### src/rtl/pipe_pkg.sv
// pipe_pkg -- shared pipeline definitions.
//   ex_mem_payload_t : EX/MEM bundle carried through the pipeline stages
//   WB_* constants   : write-back source select encodings
//   skid_state_t     : state encoding of the skid stage (equals occupancy)
//   EX_MEM_W         : payload width derived from the struct
package pipe_pkg;

    localparam logic [1:0] WB_ALU  = 2'd0;
    localparam logic [1:0] WB_LOAD = 2'd1;
    localparam logic [1:0] WB_PC4  = 2'd2;

    typedef struct packed {
        logic [31:0] alu_result;
        logic [31:0] write_data;
        logic [4:0]  rd_address;
        logic        data_write_en;
        logic        reg_write;
        logic [1:0]  wb_sel;
        logic [31:0] pc_plus_four;
    } ex_mem_payload_t;

    localparam int EX_MEM_W = $bits(ex_mem_payload_t);

    // Encoding doubles as the occupancy count.
    typedef enum logic [1:0] {
        ST_EMPTY = 2'd0,
        ST_ONE   = 2'd1,
        ST_TWO   = 2'd2
    } skid_state_t;

endpackage

### src/rtl/pipe_skid_stage.sv
// pipe_skid_stage -- two-entry skid buffer with fully registered handshake.
//   clk, resetn     : clock, synchronous active-low reset
//   flush           : synchronous kill of all held entries (beats transfers)
//   in_valid/in_ready/in_data    : upstream handshake; in_ready is registered
//   out_valid/out_ready/out_data : downstream handshake; valid/data registered
//   occupancy       : held entries (0..2), equals the FSM state encoding
//   stall_cnt       : saturating count of out_valid & !out_ready cycles
//   stall_clr       : synchronous clear of stall_cnt (beats increment)
module pipe_skid_stage
    import pipe_pkg::*;
#(
    parameter int PAYLOAD_W   = EX_MEM_W,
    parameter int STALL_CNT_W = 16
) (
    input  logic                   clk,
    input  logic                   resetn,
    input  logic                   flush,
    input  logic                   in_valid,
    output logic                   in_ready,
    input  logic [PAYLOAD_W-1:0]   in_data,
    output logic                   out_valid,
    input  logic                   out_ready,
    output logic [PAYLOAD_W-1:0]   out_data,
    output logic [1:0]             occupancy,
    output logic [STALL_CNT_W-1:0] stall_cnt,
    input  logic                   stall_clr
);

    skid_state_t            r_state;
    skid_state_t            w_state_next;
    logic                   r_in_ready;
    logic                   r_out_valid;
    logic [PAYLOAD_W-1:0]   r_main;
    logic [PAYLOAD_W-1:0]   r_skid;
    logic [STALL_CNT_W-1:0] r_stall_cnt;

    logic w_xfer_in;
    logic w_xfer_out;
    logic w_load_main_in;
    logic w_load_main_skid;
    logic w_load_skid;

    assign w_xfer_in  = in_valid & r_in_ready;
    assign w_xfer_out = r_out_valid & out_ready;

    always_comb begin
        w_state_next     = r_state;
        w_load_main_in   = 1'b0;
        w_load_main_skid = 1'b0;
        w_load_skid      = 1'b0;
        if (flush) begin
            w_state_next = ST_EMPTY;
        end else begin
            unique case (r_state)
                ST_EMPTY: begin
                    if (w_xfer_in) begin
                        w_load_main_in = 1'b1;
                        w_state_next   = ST_ONE;
                    end
                end
                ST_ONE: begin
                    if (w_xfer_in && w_xfer_out) begin
                        w_load_main_in = 1'b1;
                    end else if (w_xfer_out) begin
                        w_state_next = ST_EMPTY;
                    end else if (w_xfer_in) begin
                        // Downstream stalled: park the new payload in skid.
                        w_load_skid  = 1'b1;
                        w_state_next = ST_TWO;
                    end
                end
                ST_TWO: begin
                    if (w_xfer_out) begin
                        w_load_main_skid = 1'b1;
                        w_state_next     = ST_ONE;
                    end
                end
                default: w_state_next = ST_EMPTY;
            endcase
        end
    end

    // Handshake outputs are registered from the next state, so out_ready
    // never reaches in_ready combinationally.
    always_ff @(posedge clk) begin
        if (!resetn) begin
            r_state     <= ST_EMPTY;
            r_out_valid <= 1'b0;
            r_in_ready  <= 1'b1;
            r_main      <= '0;
            r_skid      <= '0;
        end else begin
            r_state     <= w_state_next;
            r_out_valid <= (w_state_next != ST_EMPTY);
            r_in_ready  <= (w_state_next != ST_TWO);
            if (w_load_main_in) begin
                r_main <= in_data;
            end else if (w_load_main_skid) begin
                r_main <= r_skid;
            end
            if (w_load_skid) begin
                r_skid <= in_data;
            end
        end
    end

    always_ff @(posedge clk) begin
        if (!resetn) begin
            r_stall_cnt <= '0;
        end else if (stall_clr) begin
            r_stall_cnt <= '0;
        end else if (r_out_valid && !out_ready && !flush && (r_stall_cnt != '1)) begin
            r_stall_cnt <= r_stall_cnt + 1'b1;
        end
    end

    assign in_ready  = r_in_ready;
    assign out_valid = r_out_valid;
    assign out_data  = r_main;
    assign occupancy = r_state;
    assign stall_cnt = r_stall_cnt;

endmodule

### config.mk
export PLATFORM = sky130hd
export DESIGN_NAME = pipe_skid_stage
export DESIGN_NICKNAME = d
export VERILOG_FILES = /design/src/rtl/pipe_pkg.sv /design/src/rtl/pipe_skid_stage.sv
export SDC_FILE = /design/constraint.sdc
export NUM_CORES = 1
export LEC_CHECK = 0
export CAP_MARGIN = 20
export CORE_ASPECT_RATIO = 1.4
export CORE_UTILIZATION = 49
export CTS_CLUSTER_DIAMETER = 150
export DETAILED_ROUTE_END_ITERATION = 6
export GPL_ROUTABILITY_DRIVEN = 0
export PLACE_DENSITY = 0.81
export SYNTH_ARGS = -nofsm -noshare
export SYNTH_HDL_FRONTEND = slang
export SYNTH_SLANG_ARGS = --single-unit
### constraint.sdc
create_clock -name clk -period 2.5 [get_ports clk]
set_input_delay 0.5 -clock clk [delete_from_list [all_inputs] [get_ports clk]]
set_output_delay 0.5 -clock clk [all_outputs]
set_load 0.02 [all_outputs]
==> metrics.md, run 1 <==
| Metric | Value |
|---|---|
| Status | complete, no violations |
| Setup ws final | 0.3938 ns |
| # DRC | 0 |
| Final Power | 8257 uW |
| Clock share of power | 40.4% |
| Post-synth ARST share | 0% |
| Setup slack at placement | 0.07394 ns |
| Max cap viols | 0 |
| Final Setup Violations | 0 |
| Ports | 236 |
| Crit Path Max Fanout | 7 |
| Detailed-route wire length | 23130 um |
| EDFF count, synth | 0 |
| Worst-margin pin slew | 0.6052 ns |
| Setup bufs post-CTS | 0 |
| # diodes | 0 |
| # nets final | 1357 |
| CTS tree | built |
| CP Data Arrival Time | 1.61 ns |
| Register area share after synthesis | 50.54% |
| Buffer and inverter count on the worst path | 1 |
| Pleak | 0.004133 uW |
| GR Overflow Total | 0 |
| Max-slew violation count | 0 |
| Multi-input logic area | 4148 um2 |
| Logic pwr share | 12.4% |
| Sink Count | 230 |
| Master of the slowest instance on the critical path | clkdlybuf4s50_1 |
| Resized Gates After CTS | 0 |
| Critical path launch point type | flop |
| DP HPWL | 14990 um |
| Fin crit share | 84.25% |
| Via/cell ratio | 5.380 |
| Top Family by Delay on Critical Path | buffers and inverters |
| Root Buffer | clkbuf_16 |
| Clk_lat worst skew | 0.50 ns |
| Post-layout utilization of the core | 69.63% |
| Worst relative slew slack | 59.66% |
| Floorplan row count | 58 |
| Share of cells above drive strength 1 | 5.485% |
| Top cells by area, synth | dfxtp_1 (51%), mux2i_1 (12%), nand2_1 (8.9%), a211oi_1 (8.7%), a21oi_1 (6.7%) |
| Synth cell types | 35 |
| FF/Latch Area | 4604 um2 |
| Peak supply drop | 0.0004958 V |
| Final setup TNS | 0 ns |
| Port bufs | 235 |
| Via count | 8059 |
| Fmax | 474.8 MHz |
| Clock Skew | 0.006550 ns |
| RSZ-0062 raised after global routing | no |
| Die Wd | 117.2 um |
| Initial Utilization | 50.42% |
| Num CTS Buffers | 23 |
| Sw frac | 24.10% |
| Final period demand of the worst path | 2.106 ns |
| Yosys top cell by area | dfxtp_1 |
| Cts hold-fix bufs | 0 |
| Sequential power share | 47.2% |
| Synth warn | 0 |
| HP Class | reg2reg |
| Syn Inst Count | 1043 |
| Total GRT Usage | 23.62% |
| DRT iter0 DRCs | 492 |
| Element type at the critical path end | primary output |
| Leading cell type in the layout, fill and taps excluded | clkdlybuf4s50_1 |
| Routed len/inst | 15.44 um |
| Int Power | 6266 uW |
| Die area | 19150 um2 |
| Die Y-Extent | 163.3 um |
| Post-synth top area share | 50.54% |
| PwrDens | 656.2 nW/um2 |
| Max clock buf depth | 3 |
| Largest net degree at the start of global routing | 81 |
| Avg Inst Size Synth | 8.736 um2 |
| 1st-pass router iterations | 5 |
| Required @ worst endpoint | 2.00 ns |
| First-pass GRT wire length | 36780 um |
| Cell area after synthesis | 9111 um2 |
| H-tree depth | 1 |
| Initial antenna violation count | 1 |
| Commonest non-fill, non-tap cells in the layout | clkdlybuf4s50_1 (235), dfxtp_1 (230), nand2_1 (217) |
| Crit Path Class | reg2out |
| Antenna violation net count after detailed routing | 0 |
| Clock Pin Slew Worst Setup and Hold Paths | 0.07 ns |
| Mapped Nets | 1155 |
| Area growth, synth to finish | 38.09% |
| Endpoints failing hold | 0 |
| Ys flop type | dfxtp_1 |
| Net Sw Power | 1990 uW |
| Synth Register Bits | 230 |
| CP cell instances | clkdlybuf4s50_1 |
| Vias in the first global route | 7761 |
| Worst path max stage delay | 0.66 ns |
| Filler cell count | 1401 |
| Core area | 18070 um2 |
==> cell families (layout without fill, tap and decap cells) <==
logic type	count (synthesis)	in the layout	share of synthesized area [%]
muxes	106	106	11.65
DFF	230	230	50.54
AOI/OAI and AO/OA	244	244	16.63
adders and majority gates	1	1	0.1373
buffers and inverters	89	304	4.133
and+or+nand+nor	371	371	16.73
xor gates and xnor gates	2	2	0.1923
==> registers in the layout, indices dropped and copies added, names as in the netlist <==
register / count
out_valid: 1
r_skid: 105
occupancy: 2
in_ready: 1
out_data: 105
stall_cnt: 16
==> stage by stage <==
stage	std cells	hold WS [ns]	instance area, um2
2_1_floorplan	1043	0.4360	9111
3_3_place_gp	1460	0.4411	11860
3_5_place_dp	1460	0.4463	11860
4_1_cts	1498	0.4548	12580
5_1_grt	1498	0.4723	12580
6_report	1498	0.4529	12580
==> metal layers <==
metal | routed length, um | share of wire, % | vias up | GRT usage (%)
li1 | - | - | 4022 | -
met1 | 9491 | 41 | 3748 | 27.32
met2 | 11250 | 49 | 220 | 41.31
met3 | 1422 | 6.1 | 67 | 5.121
met4 | 949 | 4.1 | 2 | 10.01
met5 | 13 | 0.056 | - | 0
==> worst paths after layout <==
check	cells after the start	start	slack [ns]	end
worst max-delay path	1	stall_cnt[8]	0.39	stall_cnt[8]
worst max register to register	6	stall_cnt[0]	0.53	stall_cnt[3]
worst min-delay path	2	r_skid[91]	0.45	r_skid[91]
worst min register to register	2	r_skid[91]	0.45	r_skid[91]
==> area by class of cell <==
type,instances,share of cell area [%]
Multi-Input combinational cell,724,32.97
Sequential cell,230,36.60
Clock inverter,7,0.5569
Clock buffer,31,5.211
Inverter,3,0.1293
Tap cell,240,2.387
Timing Repair Buffer,263,22.16
==> cells in the mapped netlist, types with 2 or more instances <==
master / n
a211oi_1: 105
a21oi_1: 122
and2_1: 2
and4_1: 5
buf_1: 6
buf_2: 10
buf_4: 6
clkbuf_1: 63
dfxtp_1: 230
inv_1: 3
mux2i_1: 106
nand2_1: 217
nand2b_1: 2
nand3_1: 4
nand4_1: 5
nor2_1: 112
nor3_1: 2
o21ai_0: 7
o31ai_1: 6
or3_1: 8
or3b_1: 2
or4_1: 6
xor2_1: 2
==> power by group through the flow <==
stage	clock network [uW]	registers [uW]	logic, uW
6_report	3330	3900	1030
5_1_grt	3550	3910	1100
4_1_cts	3410	3900	1030
3_5_place_dp	0	3980	1020
3_3_place_gp	0	3970	1010
2_1_floorplan	0	4110	316
Power figures use the tool's default switching activity.
==> run 2, diff against run 1 <==
--- a/config.mk
+++ b/config.mk
@@ -7,11 +7,11 @@
 export LEC_CHECK = 0
 export CAP_MARGIN = 20
 export CORE_ASPECT_RATIO = 1.4
-export CORE_UTILIZATION = 49
+export CORE_UTILIZATION = 44
 export CTS_CLUSTER_DIAMETER = 150
 export DETAILED_ROUTE_END_ITERATION = 6
 export GPL_ROUTABILITY_DRIVEN = 0
-export PLACE_DENSITY = 0.81
+export PLACE_DENSITY = 0.77
 export SYNTH_ARGS = -nofsm -noshare
 export SYNTH_HDL_FRONTEND = slang
 export SYNTH_SLANG_ARGS = --single-unit
==> constraint.sdc (replaced) <==
create_clock -name clk -period 1.7 [get_ports clk]
set_input_delay 0.34 -clock clk [delete_from_list [all_inputs] [get_ports clk]]
set_output_delay 0.34 -clock clk [all_outputs]
set_load 0.02 [all_outputs]
==> run 2 against run 1 <==
Compared with the run above:
- the flow now finishes with violations (negative setup slack)
- sequential share of layout area shrank 3.8 points
- hold slack lost 0.039 ns
- count of clock-buffer cells in the layout shrank 2
- flip-flop and latch count is the same
- combinational power grew 64%
- clock power grew 54%
- die area grew 11%
- largest power group unchanged
==> metrics.md, run 2 (synthesis results as in run 1) <==
| Metric | Value |
|---|---|
| Post-DP Area | 12330 um2 (was 11860 um2) |
| Detailed-route wire length | 28880 um (was 23130 um) |
| Setup ws final | -0.06108 ns (was 0.3938 ns) |
| Largest net degree at the start of global routing | 60 (was 81) |
| Worst relative slew slack | 77.67% (was 59.66%) |
| Antenna violation net count after detailed routing | 0 (unchanged) |
| RSZ-0062 raised after global routing | yes (was no) |
| Die Wd | 123.6 um (was 117.2 um) |
| CP Data Arrival Time | 2.16 ns (was 1.61 ns) |
| Filler cell count | 1497 (was 1401) |
| 1st-pass router iterations | 5 (unchanged) |
| Final Power | 12540 uW (was 8257 uW) |
| Routed len/inst | 18.22 um (was 15.44 um) |
| Max cap viols | 0 (unchanged) |
| Die Y-Extent | 172.3 um (was 163.3 um) |
| Required @ worst endpoint | 2.10 ns (was 2.00 ns) |
| Failing checks | negative setup slack |
| Final period demand of the worst path | 1.761 ns |
| Core area | 20070 um2 (was 18070 um2) |
| Endpoints failing hold | 0 (unchanged) |
| Final setup TNS | -0.1344 ns (was 0 ns) |
| Worst-margin pin slew | 0.3321 ns (was 0.6052 ns) |
| Via/cell ratio | 5.491 (was 5.380) |
| Root Buffer | clkbuf_16 (unchanged) |
| PwrDens | 891.0 nW/um2 (was 656.2 nW/um2) |
| CP cell instances | buf_4 -> a21bo_4 -> or3b_4 -> buf_12 -> clkbuf_16 -> a211oi_1 (was clkdlybuf4s50_1) |
| Fmax | 567.8 MHz |
| Pleak | 0.005239 uW (was 0.004133 uW) |
| Crit Path Class | reg2reg (was reg2out) |
| Clk_lat worst skew | 0.50 ns (about the same) |
| Ports | 236 (unchanged) |
| Area growth, synth to finish | 54.42% (was 38.09%) |
| Master of the slowest instance on the critical path | or3b_4 (was clkdlybuf4s50_1) |
| # nets final | 1428 (was 1357) |
| Crit Path Max Fanout | 23 (was 7) |
| Max clock buf depth | 3 (unchanged) |
| Floorplan row count | 61 (was 58) |
| Via count | 8704 (was 8059) |
| Element type at the critical path end | flop (was primary output) |
| Port bufs | 235 (unchanged) |
| Max-slew violation count | 0 (unchanged) |
| Clock Skew | 0.008188 ns (was 0.006550 ns) |
| Peak supply drop | 0.0007593 V (was 0.0004958 V) |
| Final Instance Area | 14070 um2 (was 12580 um2) |
| Initial antenna violation count | 3 (was 1) |
| H-tree depth | 1 (unchanged) |
| Total GRT Usage | 23.23% (was 23.62%) |
| Status | complete, but fails checks (was complete, no violations) |
| Critical path launch point type | flop (unchanged) |
| Num CTS Buffers | 22 (was 23) |
| Share of cells above drive strength 1 | 20.75% (was 5.485%) |
| Vias in the first global route | 8136 (was 7761) |
| GR Overflow Total | 0 (unchanged) |
| Setup slack at placement | -0.5185 ns (was 0.07394 ns) |
| Clock Pin Slew Worst Setup and Hold Paths | 0.07 ns (about the same) |
| Initial Utilization | 45.39% (was 50.42%) |
| Sink Count | 230 (unchanged) |
| CTS tree | built (unchanged) |
| Leading cell type in the layout, fill and taps excluded | dfxtp_1 (was clkdlybuf4s50_1) |
| Die area | 21300 um2 (was 19150 um2) |
| Worst path max stage delay | 0.40 ns (was 0.66 ns) |
| Commonest non-fill, non-tap cells in the layout | dfxtp_1 (225), nand2_1 (214), dlygate4sd2_1 (118) (was clkdlybuf4s50_1 (235), dfxtp_1 (230), nand2_1 (217)) |
| # DRC | 0 (unchanged) |
| DP HPWL | 16900 um (was 14990 um) |
| HP Class | in2reg (was reg2reg) |
| Final Setup Violations | 7 (was 0) |
| First-pass GRT wire length | 39920 um (was 36780 um) |
| DRT iter0 DRCs | 510 (was 492) |
| Fin crit share | 103.6% |
## run 2: cell types whose count changed in the layout (fill, tap and decap cells not counted), moves of 21 or more
| cell | change |
|---|---|
| clkdlybuf4s50_1 | -125 |
| a211oi_1 | -62 |
| dlygate4sd2_1 | +118 |
| mux2i_1 | -21 |
| a211oi_2 | +62 |
| buf_4 | +42 |
## run 2: power breakdown
| group | leakage, uW | internal (uW) | switching (uW) |
|---|---|---|---|
| clock | 0.000379 | 3020 | 2100 |
| sequential | 0.00188 | 5600 | 123 |
| combinational | 0.00298 | 797 | 893 |
## run 2: timing repair
item	CTS	global route
setup buffers	0	7
setup endpoints to repair	161	169
gates cloned	2	15
pin swaps	11	25
hold endpoints to repair	0	0
resized for setup	135	144
hold buffers	0	0
## run 2: final timing paths
path / startpoint / to / slack [ns] / cells after the start
max: out_valid / out_data[66] / -0.06 / 6
min: in_data[43] / r_skid[43] / 0.41 / 3
max reg2reg: out_valid / out_data[66] / -0.06 / 6
min reg2reg: r_skid[28] / r_skid[28] / 0.45 / 2
## run 2: cell type report
class,instances,area (um2),share of cell area (%)
well taps,252,315.3,2.241
multi-input cells,725,4762,33.85
clock buffers,29,658.1,4.678
clock inverters,9,98.84,0.7025
repair buffers,334,3591,25.52
inverters,3,16.27,0.1156
diodes,3,7.507,0.05336
flip-flops and latches,230,4621,32.84
## run 2: per-stage QoR
step	std cells	hold slack (ns)	util, %
after floorplan	1043	0.4360	-
after global placement	1520	0.4413	61.40
after detailed placement	1520	0.4457	61.40
after CTS	1560	0.3881	64.96
after global routing	1584	0.4226	70.08
final	1585	0.4144	70.09
## run 2: critical path, delay by kind of cell (launching register included)
| kind | cells | cell delay [ns] |
|---|---|---|
| buf+inv | 3 | 0.52 |
| simple gates | 1 | 0.40 |
| compound gates | 2 | 0.40 |
| flops | 1 | 0.34 |
## run 2: metal layers
metal  vias up  GRT usage (%)  routed length [um]
li1       4177              -                   -
met1      4193          25.43               10910
met2       258          42.85               15210
met3        74          4.716                1656
met4         2          9.377                1084
met5         -              0                  11
